[src/rtl/regfile_loader.sv]
// regfile_loader: byte-stream initiator that fills register file entries 0..NUM_WORDS-1.
// Latency: 3 cycles per word at full throughput (LOW, HIGH, WRITE), then 1 FIN cycle.
// Backpressure: in_ready is high only in LOW/HIGH (and CHECK); the loader waits forever for bytes.
// Optional checksum byte after the last word: define REGFILE_LOADER_CHECKSUM_EN.
`timescale 1ns/1ps

module regfile_loader #(
  parameter int NUM_WORDS = 4,
  parameter int ADDR_W    = 2,
  parameter int DATA_W    = 16
) (
  input  logic              clk,
  input  logic              reset,
  input  logic              start,
  input  logic              in_valid,
  input  logic [7:0]        in_byte,
  output logic              in_ready,
  output logic [ADDR_W-1:0] w_add,
  output logic              w_flag,
  output logic [DATA_W-1:0] w_data,
  output logic              busy,
  output logic              done,
  output logic [ADDR_W:0]   word_cnt,
  output logic              err
);

  typedef enum logic [2:0] {
    IDLE  = 3'd0,
    LOW   = 3'd1,
    HIGH  = 3'd2,
    WRITE = 3'd3,
`ifdef REGFILE_LOADER_CHECKSUM_EN
    CHECK = 3'd4,
`endif
    FIN   = 3'd5
  } state_t;

  localparam logic [ADDR_W-1:0] ADD_ONE = 1;
  localparam logic [ADDR_W:0]   CNT_ONE = 1;
  localparam logic [ADDR_W:0]   CNT_END = (ADDR_W+1)'(NUM_WORDS);

  state_t              state_q;
  logic [7:0]          lo_q;
  logic                in_ready_q;
  logic [ADDR_W-1:0]   w_add_q;
  logic                w_flag_q;
  logic [DATA_W-1:0]   w_data_q;
  logic                busy_q;
  logic                done_q;
  logic [ADDR_W:0]     word_cnt_q;
  logic [ADDR_W:0]     word_cnt_d;
  logic                last_d;
  logic                hs;
`ifdef REGFILE_LOADER_CHECKSUM_EN
  logic [7:0]          csum_q;
  logic                err_q;
`endif

  // Handshake qualifier and end-of-sequence decision for the WRITE exit.
  always_comb begin
    hs         = in_valid && in_ready_q;
    word_cnt_d = word_cnt_q + CNT_ONE;
    last_d     = (word_cnt_d >= CNT_END);
  end

  // Sequencer: every output is registered so the register file sees stable values all cycle.
  always_ff @(posedge clk) begin
    if (reset) begin
      state_q    <= IDLE;
      lo_q       <= '0;
      in_ready_q <= 1'b0;
      w_add_q    <= '0;
      w_flag_q   <= 1'b0;
      w_data_q   <= '0;
      busy_q     <= 1'b0;
      done_q     <= 1'b0;
      word_cnt_q <= '0;
`ifdef REGFILE_LOADER_CHECKSUM_EN
      csum_q     <= '0;
      err_q      <= 1'b0;
`endif
    end else begin
      // Single-cycle strobes drop unless a transition below raises them.
      w_flag_q <= 1'b0;
      done_q   <= 1'b0;
      case (state_q)
        IDLE: begin
          if (start) begin
            state_q    <= LOW;
            word_cnt_q <= '0;
            w_add_q    <= '0;
            busy_q     <= 1'b1;
            in_ready_q <= 1'b1;
`ifdef REGFILE_LOADER_CHECKSUM_EN
            csum_q     <= '0;
            err_q      <= 1'b0;
`endif
          end
        end
        LOW: begin
          if (hs) begin
            lo_q    <= in_byte;
            state_q <= HIGH;
`ifdef REGFILE_LOADER_CHECKSUM_EN
            csum_q  <= csum_q ^ in_byte;
`endif
          end
        end
        HIGH: begin
          if (hs) begin
            w_data_q   <= {in_byte, lo_q};
            w_flag_q   <= 1'b1;
            in_ready_q <= 1'b0;
            state_q    <= WRITE;
`ifdef REGFILE_LOADER_CHECKSUM_EN
            csum_q     <= csum_q ^ in_byte;
`endif
          end
        end
        WRITE: begin
          word_cnt_q <= word_cnt_d;
          if (!last_d) begin
            w_add_q    <= w_add_q + ADD_ONE;
            in_ready_q <= 1'b1;
            state_q    <= LOW;
          end else begin
`ifdef REGFILE_LOADER_CHECKSUM_EN
            in_ready_q <= 1'b1;
            state_q    <= CHECK;
`else
            done_q     <= 1'b1;
            state_q    <= FIN;
`endif
          end
        end
`ifdef REGFILE_LOADER_CHECKSUM_EN
        CHECK: begin
          // Writes are already committed; a bad checksum only raises err.
          if (hs) begin
            err_q      <= (in_byte != csum_q);
            in_ready_q <= 1'b0;
            done_q     <= 1'b1;
            state_q    <= FIN;
          end
        end
`endif
        FIN: begin
          busy_q  <= 1'b0;
          state_q <= IDLE;
        end
        default: begin
          state_q    <= IDLE;
          in_ready_q <= 1'b0;
          busy_q     <= 1'b0;
        end
      endcase
    end
  end

  assign in_ready = in_ready_q;
  assign w_add    = w_add_q;
  assign w_flag   = w_flag_q;
  assign w_data   = w_data_q;
  assign busy     = busy_q;
  assign done     = done_q;
  assign word_cnt = word_cnt_q;
`ifdef REGFILE_LOADER_CHECKSUM_EN
  assign err      = err_q;
`else
  assign err      = 1'b0;
`endif

endmodule

[config.mk]
export PLATFORM = sky130hd
export DESIGN_NAME = regfile_loader
export DESIGN_NICKNAME = d
export VERILOG_FILES = /design/src/rtl/regfile_loader.sv
export SDC_FILE = /design/constraint.sdc
export NUM_CORES = 1
export LEC_CHECK = 0
export ABC_CLOCK_PERIOD_IN_PS = 1800
export BUFFER_PORTS_ARGS = -buffer_cell sky130_fd_sc_hd__buf_4
export CAP_MARGIN = 20
export CORE_UTILIZATION = 50
export CTS_CLUSTER_SIZE = 14
export DETAILED_ROUTE_END_ITERATION = 10
export MAX_ROUTING_LAYER = met4
export PLACE_DENSITY = 0.77
export SYNTH_ARGS = -nofsm -noshare
export SYNTH_HDL_FRONTEND = slang
export SYNTH_SLANG_ARGS = --single-unit
[constraint.sdc]
create_clock -name clk -period 1.8 [get_ports clk]
set_clock_uncertainty 0.1 [all_clocks]
set_input_delay 0.18 -clock clk [delete_from_list [all_inputs] [get_ports clk]]
set_output_delay 0.18 -clock clk [all_outputs]
set_load 0.02 [all_outputs]
==> summary.txt <==
status: finished clean
Synth top area share: 0.512
final period utilization: 0.915
fmax: 607 MHz
post-layout util: 0.710
port bufs: 36
Rows: 18
vias: 1,210
Post-synth EDFFs: 0
crit path kind: flop to flop
Synth async-reset ratio: 0
metal3 WL: 178 µm
gr usage total: 0.223
Area after DPL: 1670 µm²
Hold Crit Class: input port to flop
CP startpoint kind: flop
Max Cap Viol: 0
ys flop type: dfxtp_1
clk buf depth: 2
FILL cells: 214
GP Congestion: 0.791
Slew @ Worst Pin: 0.598 ns
Die Span X: 55.1 µm
DR pass1 iterations: 4
Setup violations, final: 0
Power Density: 824 nW/µm²
Starting DRT DRC Count: 19
Synth area leaders: dfxtp_1 (51%), nand2_1 (9.9%), a21oi_1 (7.1%)
final WL: 2930 µm
PostCTS Resize Cnt: 0
VDD IR-drop max: 0.693 mV
Sink Count: 36
final critical-path required period: 1.65 ns
Post-CTS Setup Repair Bufs: 0
WL met1: 1280 µm
core footprint: 2570 µm²
clock latency on the worst-skew pair: 0.35 ns
final net count: 214
clock buffer count from CTS: 5
Avg Cell Area, Syn: 8.91 µm²
Starting Density: 0.548
layout cells sized above 1: 0.257
Netlist cell types: 31
grt total ovfl: 0
diodes inserted: 0
wire length per cell: 12.6 µm
length of routed met2 wiring: 1420 µm
mapped cell area: 1410 µm²
LEAKAGE: 0.716 nW
Root Buffer: clkbuf_4
Clk pin slew, worst setup/hold paths: 0.11 ns
Synth area leader: dfxtp_1
Ports: 38
WP data required: 1.92 ns
htree depth: 2
Seq cells post-synth: 36
DRC errors left: 0
pin count of the biggest net entering global routing: 37
CP Max Fanout: 17
final setup TNS: 0 ns
sequential fraction of the synthesis area: 0.512
vias in the first global route: 1,071
synthesis-to-layout area growth: 29.5%
Hold Slack: 0.0573 ns
CTS tree: yes
Worst slew margin: 0.600
first-pass GRT wire length: 4530 µm
post-route ant nets: 0
Syn. warnings: 0
Hold Buf Count CTS: 8
Top Metal Used: met4
Synth Net Count: 171
most common cell after layout, fill and taps aside: buf_4
initial antenna violation count: 0
Worst Setup End Kind: flop
cell count after synthesis: 158
Worst EP arrival: 1.76 ns
Max Slew Vio Count: 0
die height: 55.1 µm
Vias/cell: 5.22
Post-DP HPWL: 1950 µm
most frequent cells in the layout: buf_4 (40), nand2_1 (37), dfxtp_1 (36)
RSZ-0062 raised after global routing: false
die area: 3030 µm²
Final Hold Violating Endpoints: 0
fin area: 1820 µm²
cells by family after synthesis:
group | Yosys count | share of synthesized area
other | 1 | 0.00266
and+or+nand+nor | 68 | 0.229
buffers and inverters | 14 | 0.0658
AOI/OAI and AO/OA | 28 | 0.111
muxes | 9 | 0.0640
DFF | 36 | 0.512
xor gates and xnor gates | 1 | 0.00622
adders and majority gates | 1 | 0.00889
where the power goes:
group,internal [W],switching (W)
Sequential,0.000809,0.0000140
Combinational,0.0000619,0.0000613
Clock,0.000291,0.000265
per-layer routing:
metal / vias to the layer above / track usage
met4: 0 / 0.0875
met5: - / -
met3: 6 / 0.0902
met2: 35 / 0.371
met1: 561 / 0.236
li1: 608 / -
final cells by class:
| type | instances | area [µm²] | share of cell area |
|---|---|---|---|
| Sequential cell | 36 | 721 | 0.395 |
| Timing Repair Buffer | 48 | 380 | 0.209 |
| Inverter | 2 | 7.51 | 0.00412 |
| Multi-Input combinational cell | 108 | 601 | 0.329 |
| Tap cell | 30 | 37.5 | 0.0206 |
| Clock inverter | 2 | 35.0 | 0.0192 |
| Clock buffer | 6 | 41.3 | 0.0226 |
worst max-delay path, stage by stage (launching register included):
cell	delay, ns
dfxtp_1	0.44
nand2_2	0.13
or3_1	0.61
nand2_1	0.16
a21oi_1	0.07
state kept, by name, indices dropped and copies added (netlist names):
| register | count |
|---|---|
| state_q | 3 |
| busy | 1 |
| w_data | 16 |
| done | 1 |
| w_add | 2 |
| lo_q | 8 |
| word_cnt | 3 |
| w_flag | 1 |
| in_ready | 1 |
synth_stat cells (all sizes together), types with 3 or more instances:
cell,number
nor2,14
dfxtp,36
mux2i,9
buf,8
a21oi,20
nand2,38
nor3,4
nand3,3
a211oi,3
clkbuf,4
final timing paths:
| check | start | end | slack, ns | cells after the start |
|---|---|---|---|---|
| worst max-delay path | in_ready | w_data[3] | 0.15 | 4 |
| worst min-delay path | in_valid | state_q[0] | 0.06 | 3 |
| worst max register to register | in_ready | w_data[3] | 0.15 | 4 |
| worst min register to register | lo_q[7] | w_data[7] | 0.36 | 2 |
through the flow:
step           std cells  worst slack [ns]  total power, W
2_1_floorplan        158             0.209        0.000909
3_3_place_gp         216             0.237        0.000947
3_5_place_dp         216             0.182        0.000949
4_1_cts              232             0.156         0.00151
5_1_grt              232            0.0360         0.00157
6_report             232             0.152         0.00150
Note: power is estimated with default switching activity, not from simulation.
